$ cat src/rtl/uart_baud_ctrl.sv
// UART baud configuration controller: rounded divisor via sequential restoring divider, tick scheduler.
// Optional fractional divisor (4 fractional bits) enabled by defining UART_BAUD_FRAC_EN.
module uart_baud_ctrl #(
  parameter int OSR_LOG2 = 4,
  parameter int DIV_W    = 16
) (
  input  logic             clk,
  input  logic             rst,
  input  logic             cfg_valid,
  output logic             cfg_ready,
  input  logic [31:0]      cfg_baud,
  input  logic [31:0]      cfg_clk_freq,
  input  logic             busy_in,
  output logic             cfg_done,
  output logic             cfg_err,
  output logic             locked,
  output logic [DIV_W-1:0] divisor,
  output logic             os_tick,
  output logic             baud_tick
);

`ifdef UART_BAUD_FRAC_EN
  localparam int FRAC_W = 4;
`else
  localparam int FRAC_W = 0;
`endif
  localparam int QW       = 36 + OSR_LOG2;
  localparam int AW       = QW + FRAC_W;
  localparam int CALC_CYC = AW;
  localparam int CNT_W    = $clog2(CALC_CYC + 1);

  typedef enum logic [2:0] {
    S_IDLE,
    S_CALC,
    S_CHECK,
    S_WAIT_IDLE,
    S_APPLY
  } state_t;

  state_t             r_state;
  state_t             w_state_nxt;

  logic [AW-1:0]      r_num;
  logic [AW-1:0]      r_den;
  logic [AW-1:0]      r_rem;
  logic [AW-1:0]      r_quo;
  logic [CNT_W-1:0]   r_calc_cnt;
  logic               r_baud_zero;
  logic               r_cfg_err;
  logic               r_cfg_done;
  logic               r_locked;
  logic [DIV_W-1:0]   r_divisor;
  logic [DIV_W-1:0]   r_os_cnt;
  logic [OSR_LOG2-1:0] r_phase;
  logic               r_os_tick;
  logic               r_baud_tick;

  logic [AW-1:0]      w_clk_ext;
  logic [AW-1:0]      w_baud_ext;
  logic [AW-1:0]      w_num_init;
  logic [AW-1:0]      w_den_init;
  logic [AW:0]        w_trial;
  logic               w_ge;
  logic [AW-1:0]      w_diff;
  logic [QW-1:0]      w_q_int;
  logic               w_cfg_bad;
  logic               w_extend;
  logic [DIV_W-1:0]   w_os_last;
  logic               w_os_wrap;

  assign cfg_ready = (r_state == S_IDLE);
  assign cfg_done  = r_cfg_done;
  assign cfg_err   = r_cfg_err;
  assign locked    = r_locked;
  assign divisor   = r_divisor;
  assign os_tick   = r_os_tick;
  assign baud_tick = r_baud_tick;

  // Rounding term is half the denominator, added before the divide.
  assign w_clk_ext  = AW'(cfg_clk_freq);
  assign w_baud_ext = AW'(cfg_baud);
  assign w_num_init = (w_clk_ext << FRAC_W) + (w_baud_ext << (OSR_LOG2 - 1));
  assign w_den_init = w_baud_ext << OSR_LOG2;

  assign w_trial = {r_rem, r_num[AW-1]};
  assign w_ge    = (w_trial >= {1'b0, r_den});
  assign w_diff  = w_trial[AW-1:0] - r_den;

`ifdef UART_BAUD_FRAC_EN
  logic [FRAC_W-1:0] w_q_frac;
  assign w_q_int  = r_quo[AW-1:FRAC_W];
  assign w_q_frac = r_quo[FRAC_W-1:0];
`else
  assign w_q_int  = r_quo;
`endif

  assign w_cfg_bad = r_baud_zero | (w_q_int == '0) | (|w_q_int[QW-1:DIV_W]);

  // NOTE: state registers use non-blocking assignments so every flop samples pre-edge values.
  always_ff @(posedge clk or negedge rst) begin
    if (!rst) r_state <= S_IDLE;
    else      r_state <= w_state_nxt;
  end

  // NOTE: the default assignment first keeps this block purely combinational (no latch).
  always_comb begin
    w_state_nxt = r_state;
    case (r_state)
      S_IDLE:      if (cfg_valid) w_state_nxt = S_CALC;
      S_CALC:      if (r_calc_cnt == CNT_W'(CALC_CYC - 1)) w_state_nxt = S_CHECK;
      S_CHECK: begin
        if (w_cfg_bad)    w_state_nxt = S_IDLE;
        else if (busy_in) w_state_nxt = S_WAIT_IDLE;
        else              w_state_nxt = S_APPLY;
      end
      S_WAIT_IDLE: if (!busy_in) w_state_nxt = S_APPLY;
      S_APPLY:     w_state_nxt = S_IDLE;
      default:     w_state_nxt = S_IDLE;
    endcase
  end

  always_ff @(posedge clk or negedge rst) begin
    if (!rst) begin
      r_num       <= '0;
      r_den       <= '0;
      r_rem       <= '0;
      r_quo       <= '0;
      r_calc_cnt  <= '0;
      r_baud_zero <= 1'b0;
      r_cfg_err   <= 1'b0;
      r_cfg_done  <= 1'b0;
      r_locked    <= 1'b0;
      r_divisor   <= '0;
    end else begin
      r_cfg_done <= 1'b0;
      case (r_state)
        S_IDLE: if (cfg_valid) begin
          r_num       <= w_num_init;
          r_den       <= w_den_init;
          r_rem       <= '0;
          r_quo       <= '0;
          r_calc_cnt  <= '0;
          r_baud_zero <= (cfg_baud == 32'd0);
          r_cfg_err   <= 1'b0;
        end
        S_CALC: begin
          r_num      <= r_num << 1;
          r_rem      <= w_ge ? w_diff : w_trial[AW-1:0];
          r_quo      <= {r_quo[AW-2:0], w_ge};
          r_calc_cnt <= r_calc_cnt + CNT_W'(1);
        end
        S_CHECK: if (w_cfg_bad) r_cfg_err <= 1'b1;
        S_APPLY: begin
          r_divisor  <= w_q_int[DIV_W-1:0];
          r_locked   <= 1'b1;
          r_cfg_done <= 1'b1;
        end
        default: ;
      endcase
    end
  end

`ifdef UART_BAUD_FRAC_EN
  logic [FRAC_W-1:0] r_frac;
  logic [FRAC_W-1:0] r_acc;
  logic              r_extend;

  // A carry out of the accumulator stretches the following os period by one cycle.
  always_ff @(posedge clk or negedge rst) begin
    if (!rst) begin
      r_frac   <= '0;
      r_acc    <= '0;
      r_extend <= 1'b0;
    end else if (r_state == S_APPLY) begin
      r_frac   <= w_q_frac;
      r_acc    <= '0;
      r_extend <= 1'b0;
    end else if (w_os_wrap) begin
      {r_extend, r_acc} <= {1'b0, r_acc} + {1'b0, r_frac};
    end
  end

  assign w_extend = r_extend;
`else
  assign w_extend = 1'b0;
`endif

  assign w_os_last = r_divisor - DIV_W'(1) + DIV_W'(w_extend);
  assign w_os_wrap = r_locked & (r_os_cnt == w_os_last);

  // Ticks are registered, so the first os_tick lands exactly one period after cfg_done.
  always_ff @(posedge clk or negedge rst) begin
    if (!rst) begin
      r_os_cnt    <= '0;
      r_phase     <= '0;
      r_os_tick   <= 1'b0;
      r_baud_tick <= 1'b0;
    end else if (r_state == S_APPLY) begin
      r_os_cnt    <= '0;
      r_phase     <= '0;
      r_os_tick   <= 1'b0;
      r_baud_tick <= 1'b0;
    end else if (w_os_wrap) begin
      r_os_cnt    <= '0;
      r_phase     <= r_phase + OSR_LOG2'(1);
      r_os_tick   <= 1'b1;
      r_baud_tick <= &r_phase;
    end else begin
      if (r_locked) r_os_cnt <= r_os_cnt + DIV_W'(1);
      r_os_tick   <= 1'b0;
      r_baud_tick <= 1'b0;
    end
  end

endmodule

$ cat config.mk
export PLATFORM = sky130hd
export DESIGN_NAME = uart_baud_ctrl
export DESIGN_NICKNAME = d
export VERILOG_FILES = /design/src/rtl/uart_baud_ctrl.sv
export SDC_FILE = /design/constraint.sdc
export NUM_CORES = 1
export LEC_CHECK = 0
export CAP_MARGIN = 5
export CELL_PAD_IN_SITES_DETAIL_PLACEMENT = 0
export CELL_PAD_IN_SITES_GLOBAL_PLACEMENT = 2
export CORE_ASPECT_RATIO = 1.4
export CORE_MARGIN = 1
export CORE_UTILIZATION = 37
export DETAILED_ROUTE_END_ITERATION = 12
export PLACE_DENSITY_LB_ADDON = 0.1
export SLEW_MARGIN = 20
export SYNTH_ARGS = -nofsm -noshare
export SYNTH_HDL_FRONTEND = slang
export SYNTH_SLANG_ARGS = --single-unit
$ cat constraint.sdc
create_clock -name clk -period 3.32 [get_ports clk]
set_clock_uncertainty 0.05 [all_clocks]
set_input_delay 0.332 -clock clk [delete_from_list [all_inputs] [get_ports clk]]
set_output_delay 0.332 -clock clk [all_outputs]
set_load 0.02 [all_outputs]
; ---- Word-level counts from Yosys, hierarchy flattened
; Index checks and enable logic that the tools add are counted.
[word_totals]
reg_bits = 203
in_bits = 68
elab_cells = 75
[op_classes]
addsub = 6
order_cmp = 1
n_eq_ne = 10
n_mux = 27
bitwise = 3
reduce_logical = 13
[ops]
columns = operator, n
row1 = 40-bit case mux with 2 select lines, 3
row2 = 40-bit 2-to-1 mux, 3
row3 = 16-bit 2-to-1 mux, 3
row4 = 41-bit by 36-bit greater-or-equal comparator with 1-bit output, 1
row5 = 40-bit zero test, 1
row6 = 40-bit by 36-bit subtractor with 40-bit output, 1
row7 = 32-bit by 35-bit adder with 36-bit output, 1
row8 = 32-bit zero test, 1
row9 = 24-bit OR reduction, 1
row10 = "16-bit by 1-bit adder with 16-bit output, second input constant", 1
row11 = 16-bit equality test, 1
row12 = "16-bit by 1-bit subtractor with 16-bit output, second input constant", 1
row13 = 3-bit 2-to-1 mux, 5
row14 = 3-bit case mux with 4 select lines, 1
row15 = 6-bit case mux with 2 select lines, 1
row16 = 4-bit 2-to-1 mux, 2
row17 = "2-bit != test, second input constant", 4
row18 = 1-bit 2-to-1 mux, 7
row19 = "6-bit by 1-bit adder with 6-bit output, second input constant", 1
row20 = "3-bit by 2-bit equality test with 1-bit output, second input constant", 2
row21 = "6-bit equality test, second input constant", 1
row22 = 6-bit 2-to-1 mux, 1
row23 = 3-bit AND reduction, 2
row24 = 2-bit nonzero test, 3
row25 = 10 further kinds, 12

; ---- Depth between registers and ports, before layout
; Gate-level depths: netlist of run 1.
[depth]
word_depth = 5
depth_mapped = 14

; ---- Least setup slack after synthesis of run 1
; Ideal clock, no wire load.
[synth_path]
path_kind = flip-flop to flip-flop
start = reg r_divisor[0], in the netlist divisor[0]
end = reg r_phase[3]
arrival_ps = 2546
t_required_ps = 3145
slack_ps = 599
stages_incl_launch_ff = 13
n_path_buf = 1
synth_period_minus_slack_ps = 2721
cell_sequence = dfrtp_1 inv_1 ha_1 nor3b_1 nand3_1 mux2_2 mux2i_1 o22a_1 nand4b_1 or2_1 buf_6 nor2_4 mux2_4
[synth_between]
elab_chain_cells = 4
[synth_lines]
columns = element, line
row1 = from (decl), 52  ; logic [DIV_W-1:0] r_divisor;
row2 = from (signal assigned), 154  ; r_divisor <= w_q_int[DIV_W-1:0];
row3 = 16-bit by 1-bit subtractor with 16-bit output, 188  ; assign w_os_last = r_divisor - DIV_W'(1) + DIV_W'(w_extend);
row4 = 16-bit equality test, 189  ; assign w_os_wrap = r_locked & (r_os_cnt == w_os_last);
row5 = 1-bit bitwise AND, 189
row6 = 2-bit nonzero test (no line), --
row7 = to (signal assigned), 205  ; r_phase <= r_phase + OSR_LOG2'(1);
row8 = to (decl), 54  ; logic [OSR_LOG2-1:0] r_phase;
; Every way passes these cells.
; A chain may end at the register's enable or synchronous reset.

; ---- Worst setup path after layout of run 1
[layout_path]
start = reg r_rem[11]
end = reg r_rem[7]
[layout_between]
elab_chain_cells = 3
[layout_lines]
columns = element, line
row1 = from (decl), 45  ; logic [AW-1:0] r_rem;
row2 = from (signal assigned), 148  ; r_rem <= w_ge ? w_diff : w_trial[AW-1:0];
row3 = 41-bit by 36-bit greater-or-equal comparator with 1-bit output, 86  ; assign w_ge = (w_trial >= {1'b0, r_den});
row4 = 40-bit 2-to-1 mux, 148
row5 = 40-bit case mux with 2 select lines, 136  ; case (r_state)
; Every way passes these cells.

==> impl_metrics.csv, run 1 <==
group,metric,value,unit
run_status,outcome,"finished, final reports clean",
route,drt_iter0_drc,493,
final_layout,register_area,0.005080,mm^2
logic_synthesis,synth_edf_count,0,
placed_design,globalplace.congestion,0.8414,
route,drtAntennaViolNets,0,
critical_path,crit_slowest_cell,"ha_1",
placed_design,dp_hpwl,27030,um
critical_path,path_class,"reg2reg",
logic_synthesis,synthArstFlopShare,100.0,%
logic_synthesis,synth-seq-cells,203,
logic_synthesis,yosysMostFrequentCell,"nand2_1",
power_and_ir_drop,p_leak,6.685,nW
logic_synthesis,yosys.cell_types.count,82,
critical_path,cpMostUsedCell,"o21ai_0",
final_layout,layout.cells.non_filler,2020,
timing,hold_viol_final,0,
floorplanning,num_rows,79,
timing,max_freq,0.3288,GHz
cts,cts_htree_levels,1,
cts,cts_made_buffers,24,
cts,cts_sinks,203,
critical_path,cp_slowest_stage_delay,0.41,ns
route,routed_via_density,5.353,
logic_synthesis,postSynthCellCount,1459,
critical_path,arrival,3.40,ns
critical_path,crit_buf_inv,1,
floorplanning,die_w,158.1,um
placed_design,post-place-ws,-0.07487,ns
final_layout,drive_gt1_share,9.778,%
global_route,antenna_found_initial,1,
placed_design,numPortBuffers,89,
job,cap_violations,0,
global_route,grt_pass1_vias,10993,
global_route,grt_pass1_wl,58720,um
floorplanning,die_h,220.5,um
route,postRouteWirelength,36710,um
critical_path,path_delay_family,"compound AO/OA/AOI/OAI gates",
cts,cts_root_buf,"clkbuf_16",
cts,clock_path_buffers,3,
logic_synthesis,synth-main-ff-cell,"dfrtp_1",
logic_synthesis,yosysTopAreaCell,"dfrtp_1",
critical_path,path_max_fanout,10,
timing,layout_min_cycle_time,3.041,ns
logic_synthesis,synth_seq_area_share,40.26,%
logic_synthesis,synthTopCellsByArea,"dfrtp_1 (40%), o21ai_0 (6.9%), nand2_1 (6.6%)",
power_and_ir_drop,ir_worst_vdd,0.5099,mV
global_route,globalRouteTotalUtil,21.58,%
timing,worst_slack,0.2791,ns
timing,slew_headroom,46.55,%
logic_synthesis,synth_commonest_cells,"nand2_1 (223), dfrtp_1 (203), o21ai_0 (174)",
timing,period_share,91.59,%
critical_path,start_kind,"register",
timing,worstMarginPinSlew,0.7982,ns
cts,worstSkewPairLatency,0.53,ns
final_layout,finish.net_count,1694,
timing,final_max_slew_viol_count,0,
power_and_ir_drop,power,16.58,mW
cts,postCtsSetupRepairBufs,0,
logic_synthesis,yosysTopAreaCellShare,40.26,%
hold_path,hold_path.class,"in2reg",
critical_path,endpoint_kind,"register",
power_and_ir_drop,powerDensity,1094,mW/mm^2
final_layout,fillCellCount,3452,
route,post-route-drc-count,0,
timing,setup_viol_count_final,0,
final_layout,diodes,0,
cts,cts_tree,"yes",
final_layout,multi_input_area,0.007048,mm^2
route,drtPass1Iterations,5,
floorplanning,core,0.03341,mm^2
timing,rsz0062_at_grt,"no",
logic_synthesis,syn_avg_cell_area,8.649,um^2
logic_synthesis,synth_area,0.01262,mm^2
floorplanning,fp.dieArea,0.03486,mm^2
cts,clkTransAtPathRegs,0.06,ns
floorplanning,start_util,37.77,%
logic_synthesis,syn_nets,1594,
route,routed-via-count,10814,
final_layout,area_delta_synth_final,20.08,%
critical_path,cp_data_required_time,3.68,ns
global_route,grt_remaining_overflow,0,
route,routedWlPerCell,18.17,um
floorplanning,io_pins,90,
critical_path,path_cells,"ha_1 -> and4_1 -> nand3_1 -> a211oi_2 -> o21ba_2 -> a41oi_2 -> o21a_2 -> buf_4 -> a21o_1 -> o21ai_0 -> o21ai_0",
global_route,grt_start_max_net_pins,124,
logic_synthesis,ys_warn_count,0,
placed_design,dp.cells,1977,
final_layout,fin_util,45.35,%
## worst paths after layout
check	endpoint	start	slack, ns	cells past startpoint
worst max-delay path	r_rem[7]	r_rem[11]	0.28	11
worst min-delay path	r_num[0]	cfg_clk_freq[0]	0.30	3
worst max register to register	r_rem[7]	r_rem[11]	0.28	11
worst min register to register	r_num[2]	r_num[2]	0.44	2
max in group asynchronous	r_os_cnt[2]	rst	2.08	3
min in group asynchronous	r_num[37]	rst	0.31	2
## per-stage QoR
step	hold slack [ns]	cell area (um^2)	TNS, ns
3_5_place_dp	0.3183	14290	-0.1889
6_report	0.3025	15150	0
3_3_place_gp	0.3112	14290	-0.05654
2_1_floorplan	-0.01359	12620	0
4_1_cts	0.2791	15150	0
5_1_grt	0.3129	15150	0
## logic make-up after synthesis
logic type      share of synthesized area, %
flops                                  40.26
compound gates                         20.57
xor+xnor                               5.553
mux                                    2.856
simple gates                           19.84
buf+inv                                4.165
fa+ha+maj                              6.763
## power by group
| group | leakage (nW) | switching, mW | internal, mW | total, mW |
|---|---|---|---|---|
| clock network | 0.415 | 1.08 | 1.79 | 2.87 |
| registers | 2.63 | 0.826 | 3.49 | 4.32 |
| logic | 3.64 | 5.46 | 3.94 | 9.39 |
| total | 6.69 | 7.36 | 9.22 | 16.6 |
## what timing repair did
item | 4_1_cts | 5_1_grt
hold endpoints to repair | 59 | 0
hold buffers | 1 | 0
gates resized for setup | 0 | 2
endpoints found under the setup margin | 0 | 13
## layer usage
layer | track usage [%] | up-vias | share of wire (%)
met5 | 0 | - | 0.035
li1 | - | 5405 | -
met3 | 2.154 | 82 | 2.7
met4 | 10.48 | 2 | 4.8
met1 | 24.25 | 5151 | 40
met2 | 40.26 | 174 | 52
## area by class of cell
cell class	instances	share of cell area, %
sequential	203	33.53
tap	445	3.675
timing repair buffer	149	9.306
inverter	56	1.387
clock buffer	36	4.732
clock inverter	6	0.8588
multi-input combinational	1125	46.52
## worst reg2reg max path, delay by kind of cell, from the launching register on
kind	cells	cell delay [ns]
AO/OA/AOI/OAI	7	1.40
AND/OR/NAND/NOR	2	0.45
adder cells (fa/ha/maj)	1	0.41
flip-flops	1	0.39
buffers and inverters	1	0.21
## state kept, by name, summed over array words and instances (netlist names)
signal       cells
divisor         16
r_quo           40
os_tick          1
r_calc_cnt       6
r_num           40
cfg_done         1
cfg_err          1
baud_tick        1
r_phase          4
r_state          3
r_rem           40
r_baud_zero      1
r_den           32
locked           1
r_os_cnt        16
## placed cells by master (no fill, tap or decap), drive strengths merged, types with 6 or more instances in the layout
master / count
a211oi: 12
and3: 15
mux2i: 15
nor3b: 9
a22oi: 29
nor3: 21
nand4: 20
nand3: 47
or3: 8
nand2: 223
a32oi: 6
o211ai: 8
mux2: 18
a21oi: 89
xor2: 35
nand2b: 14
buf: 59
o31ai: 9
nor2: 96
nor2b: 14
o21bai: 10
clkdlybuf4s50: 88
clkbuf: 37
nor4: 23
dfrtp: 203
a31oi: 7
o21ai: 183
a21o: 25
ha: 65
xnor2: 45
inv: 56
o21a: 12
No activity file was read; power rests on OpenSTA's default activity.
==> inputs of run 2 (changes only) <==
ABC_AREA = 1   (was default)
CORE_UTILIZATION = 34   (was 37)
GPL_ROUTABILITY_DRIVEN = 0   (was default)
TNS_END_PERCENT = 10   (was default)
==> impl_metrics.csv, run 2 <==
group,metric,value,unit
final_layout,reg_top3,"r_num x40, r_quo x40, r_rem x40",
logic_synthesis,synthArstFlopShare,100.0,%
global_route,grt_start_max_net_pins,82,
cts,cts_root_buf,"clkbuf_16",
final_layout,mostFrequentLayoutCells,"nand2_1 (681), inv_1 (263), dfrtp_1 (203)",
floorplanning,start_util,34.49,%
timing,holdWs,0.2909,ns
route,wl_met2,24410,um
route,routedWlPerCell,17.60,um
timing,layout_min_cycle_time,2.699,ns
global_route,globalRouteTotalUtil,22.67,%
logic_synthesis,yosys.cell_types.count,53,
route,routed_via_density,4.935,
global_route,grt_pass1_vias,13690,
logic_synthesis,synth_commonest_cells,"nand2_1 (681), inv_1 (264), dfrtp_1 (203)",
final_layout,area_delta_synth_final,16.46,%
cts,cts_htree_levels,1,
cts,clkTransAtPathRegs,0.06,ns
critical_path,cp_data_required_time,3.70,ns
timing,worst_slack,0.6208,ns
final_layout,fin_area,0.01654,mm^2
route,drtAntennaViolNets,0,
logic_synthesis,synth-seq-cells,203,
timing,setup_viol_count_final,0,
timing,hold_viol_final,0,
logic_synthesis,yosysTopAreaCellShare,35.77,%
final_layout,drive_gt1_share,5.378,%
logic_synthesis,yosysMostFrequentCell,"nand2_1",
critical_path,crit_slowest_cell,"fa_1",
cts,worstSkewPairLatency,0.55,ns
cts,cts_made_buffers,24,
job,cap_violations,0,
global_route,grt_remaining_overflow,0,
critical_path,endpoint_kind,"register",
power_and_ir_drop,powerDensity,1058,mW/mm^2
cts,clock_path_buffers,3,
route,routed-via-count,13311,
critical_path,arrival,3.08,ns
critical_path,path_max_fanout,5,
hold_path,hold_path.class,"in2reg",
critical_path,path_class,"reg2reg",
route,postRouteWirelength,47480,um
floorplanning,die_h,243.8,um
timing,worstMarginPinSlew,1.026,ns
route,top_layer,"met4",
critical_path,start_kind,"register",
cts,cts_sinks,203,
logic_synthesis,syn_nets,2196,
timing,final_max_slew_viol_count,0,
route,wl_met3,1023,um
timing,slew_headroom,31.55,%
final_layout,final_common_cell,"nand2_1",
logic_synthesis,synthTopCellsByArea,"dfrtp_1 (36%), nand2_1 (18%), inv_1 (7.0%)",
cts,cts_tree,"yes",
timing,period_share,81.30,%
logic_synthesis,postSynthCellCount,2061,
logic_synthesis,syn_avg_cell_area,6.891,um^2
final_layout,diodes,0,
logic_synthesis,synth_edf_count,0,
floorplanning,fp.dieArea,0.04260,mm^2
route,drt_iter0_drc,778,
floorplanning,num_rows,88,
floorplanning,io_pins,90,
timing,max_freq,0.3705,GHz
logic_synthesis,synth-main-ff-cell,"dfrtp_1",
route,post-route-drc-count,0,
run_status,outcome,"finished, final reports clean",
route,wl_met1,20710,um
logic_synthesis,synth_seq_area_share,35.77,%
logic_synthesis,ys_warn_count,0,
placed_design,dp_hpwl,37010,um
global_route,grt_pass1_wl,75690,um
logic_synthesis,synth_area,0.01420,mm^2
power_and_ir_drop,ir_worst_vdd,1.068,mV
power_and_ir_drop,power,17.50,mW
cts,postCtsSetupRepairBufs,0,
global_route,antenna_found_initial,0,
placed_design,numPortBuffers,89,
timing,rsz0062_at_grt,"no",
final_layout,finish.net_count,2276,
placed_design,place_area,0.01569,mm^2
placed_design,post-place-ws,0.2162,ns
timing,setup_tns,0,ns
route,drtPass1Iterations,5,
power_and_ir_drop,p_leak,8.237,nW
logic_synthesis,yosysTopAreaCell,"dfrtp_1",
floorplanning,die_w,174.7,um
critical_path,path_cells,"ha_1 -> fa_1 -> inv_1 -> nand2_1 -> nand3_1 -> nand2_1 -> nand2_1 -> nand2_1 -> nand2_1 -> nand2_1 -> nand3_1 -> nand3_1 -> nand2_1 -> nand2_1",
floorplanning,core,0.04118,mm^2
critical_path,cpMostUsedCell,"nand2_1",
critical_path,cp_slowest_stage_delay,0.45,ns
-- run 2: timing repair --
action | in CTS | in global routing
hold endpoints to repair | 79 | 0
hold buffers | 1 | 0
gates resized for setup | 0 | 0
-- run 2: cell type report --
class	instances	area, um^2
timing repair buffer	106	1062
fill	4502	24640
clock buffer	29	659.4
multi-input combinational	1532	7851
sequential	203	5080
inverter	274	1028
clock inverter	13	182.7
tap	540	675.6
-- run 2: critical path, delay by kind of cell (launching register included) --
family | cells | cell delay (ns)
adder cells (fa/ha/maj) | 2 | 0.72
AND/OR/NAND/NOR | 11 | 1.25
flip-flops | 1 | 0.44
buffers and inverters | 1 | 0.11
-- run 2: cell families after synthesis --
group                      synth area share [%]
and+or+nand+nor                           34.54
buffers and inverters                     9.092
AOI/OAI and AO/OA                         11.19
DFF                                       35.77
adders and majority gates                 6.008
xor gates and xnor gates                  3.330
muxes                                   0.07048
-- run 2: path summary, 6_finish.rpt --
check	start	end	slack (ns)	cells after the start
min in group asynchronous	rst	r_quo[10]	0.32	2
max	r_den[4]	r_rem[34]	0.62	14
min	cfg_clk_freq[0]	r_num[0]	0.29	3
max in group asynchronous	rst	r_den[27]	2.04	3
min reg2reg	r_num[5]	r_num[5]	0.44	2
max reg2reg	r_den[4]	r_rem[34]	0.62	14
-- run 2: stage by stage --
stage | util, % | instances
final | 40.16 | 2697
after global routing | 40.16 | 2697
after CTS | 40.16 | 2697
after detailed placement | 38.10 | 2654
after global placement | 38.10 | 2654
after floorplan | - | 2061
-- run 2: where the power goes --
group / total [mW] / internal, mW / switching (mW)
clock network: 2.81 / 1.66 / 1.15
registers: 4.11 / 3.43 / 0.679
logic: 10.6 / 3.62 / 6.97
total: 17.5 / 8.71 / 8.79
-- run 2: routing by layer --
layer  track usage [%]  up-vias
li1                  -     6829
met1             27.98     6212
met2             41.50      212
met3             1.623       58
met4             7.084        0
met5                 0        -
==> inputs of run 3 (changes only) <==
clock period = 2.67 ns   (was 3.32 ns; I/O delays follow)
==> impl_metrics.csv, run 3 (synthesis results as in run 2) <==
group,metric,value,unit
critical_path,path_max_fanout,13,
cts,worstSkewPairLatency,0.55,ns
timing,rsz0062_at_grt,"no",
critical_path,cp_data_required_time,3.09,ns
power_and_ir_drop,ir_worst_vdd,0.6356,mV
final_layout,multi_input_area,0.007851,mm^2
global_route,globalRouteTotalUtil,22.63,%
timing,worst_slack,0.2144,ns
route,drt_iter0_drc,656,
route,routedWlPerCell,17.29,um
route,routed_via_density,4.942,
final_layout,area_delta_synth_final,18.43,%
timing,holdWs,0.2386,ns
timing,layout_min_cycle_time,2.456,ns
timing,hold_viol_final,0,
global_route,grt_pass1_wl,75340,um
final_layout,reg_top3,"r_num x40, r_quo x40, r_rem x40",
placed_design,dp_hpwl,38040,um
critical_path,arrival,2.87,ns
placed_design,numPortBuffers,89,
cts,post_cts_resized,0,
cts,cts_tree,"yes",
final_layout,final_common_cell,"nand2_1",
route,routed-via-count,13535,
cts,cts_root_buf,"clkbuf_16",
global_route,grt_pass1_vias,13889,
hold_path,hold_path.class,"in2async",
cts,cts_htree_levels,1,
run_status,outcome,"finished, final reports clean",
timing,slew_headroom,34.71,%
critical_path,path_class,"reg2reg",
route,postRouteWirelength,47360,um
cts,clock_path_buffers,3,
final_layout,finish.net_count,2322,
cts,postCtsSetupRepairBufs,0,
timing,final_max_slew_viol_count,0,
final_layout,drive_gt1_share,7.094,%
floorplanning,fp.dieArea,0.04260,mm^2
critical_path,endpoint_kind,"register",
cts,cts_sinks,203,
timing,setup_viol_count_final,0,
critical_path,rr_worst_depth,14,
global_route,grt_start_max_net_pins,70,
cts,clkTransAtPathRegs,0.06,ns
route,post-route-drc-count,0,
power_and_ir_drop,powerDensity,1294,mW/mm^2
timing,worstMarginPinSlew,0.9783,ns
floorplanning,die_h,243.8,um
timing,period_share,91.97,%
floorplanning,core,0.04118,mm^2
final_layout,diodes,0,
floorplanning,io_pins,90,
final_layout,mostFrequentLayoutCells,"nand2_1 (681), inv_1 (263), dfrtp_1 (203)",
critical_path,start_kind,"register",
placed_design,post-place-ws,-0.04031,ns
timing,max_freq,0.4072,GHz
final_layout,fillCellCount,4447,
final_layout,fin_util,40.85,%
cts,cts_made_buffers,22,
floorplanning,start_util,34.49,%
floorplanning,die_w,174.7,um
final_layout,register_area,0.005080,mm^2
global_route,grt_remaining_overflow,0,
global_route,antenna_found_initial,0,
route,drtAntennaViolNets,0,
power_and_ir_drop,p_leak,8.435,nW
floorplanning,num_rows,88,
route,drtPass1Iterations,6,
job,cap_violations,0,
==> run 3: layout make-up <==
class	count	share of cell area, %
Tap cell	540	4.017
Inverter	274	6.115
Timing Repair Buffer	154	8.681
Clock inverter	8	0.7216
Multi-Input combinational cell	1532	46.68
Clock buffer	28	3.586
Sequential cell	203	30.20
==> run 3: routing by layer <==
layer  track usage [%]  share of wire, %  up-vias
li1                  -                 -     6922
met1             26.90                42     6279
met2             41.41                51      250
met3             1.576               2.5       84
met5                 0                 0        -
met4             9.847               4.4        0
==> run 3: worst paths after layout <==
check | startpoint | endpoint | slack [ns]
min reg2reg | r_num[5] | r_num[5] | 0.44
min in group clk | cfg_clk_freq[0] | r_num[0] | 0.24
min | rst | os_tick | 0.24
max in group asynchronous | rst | r_num[6] | 1.55
max | r_rem[26] | r_rem[29] | 0.21
max reg2reg | r_rem[26] | r_rem[29] | 0.21
==> run 3: metrics by stage <==
step,cells,instance area [um^2],power (mW),setup TNS [ns]
detailed placement,2702,16090,18.79,-0.04031
global placement,2702,16090,18.74,-0.01669
global route,2739,16820,23.99,0
finish,2739,16820,21.76,0
floorplan,2061,14200,14.53,0
CTS,2739,16820,22.05,0
==> run 3: what timing repair did <==
item / 4_1_cts / 5_1_grt
hold buffers: 1 / 0
endpoints found under the setup margin: 0 / 0
hold endpoints to repair: 65 / 0
==> run 3: critical path: stages (launching register included) <==
cell     delay [ns]
dfrtp_1        0.39
ha_1           0.41
nand2_1        0.12
nor2_1         0.20
nand2_1        0.17
nor2_2         0.15
nand3_1        0.13
nand2_2        0.10
nor2_4         0.05
nand2_8        0.13
nand2_2        0.13
buf_12         0.19
nand2_1        0.06
nand2_1        0.05
nand2_1        0.06
==> run 3: power by group <==
part           leakage [nW]  switching (mW)  internal, mW
Combinational          5.44            8.67          4.86
Clock                 0.352            1.32          1.80
Sequential             2.64           0.854          4.27
Total                  8.44            10.8          10.9
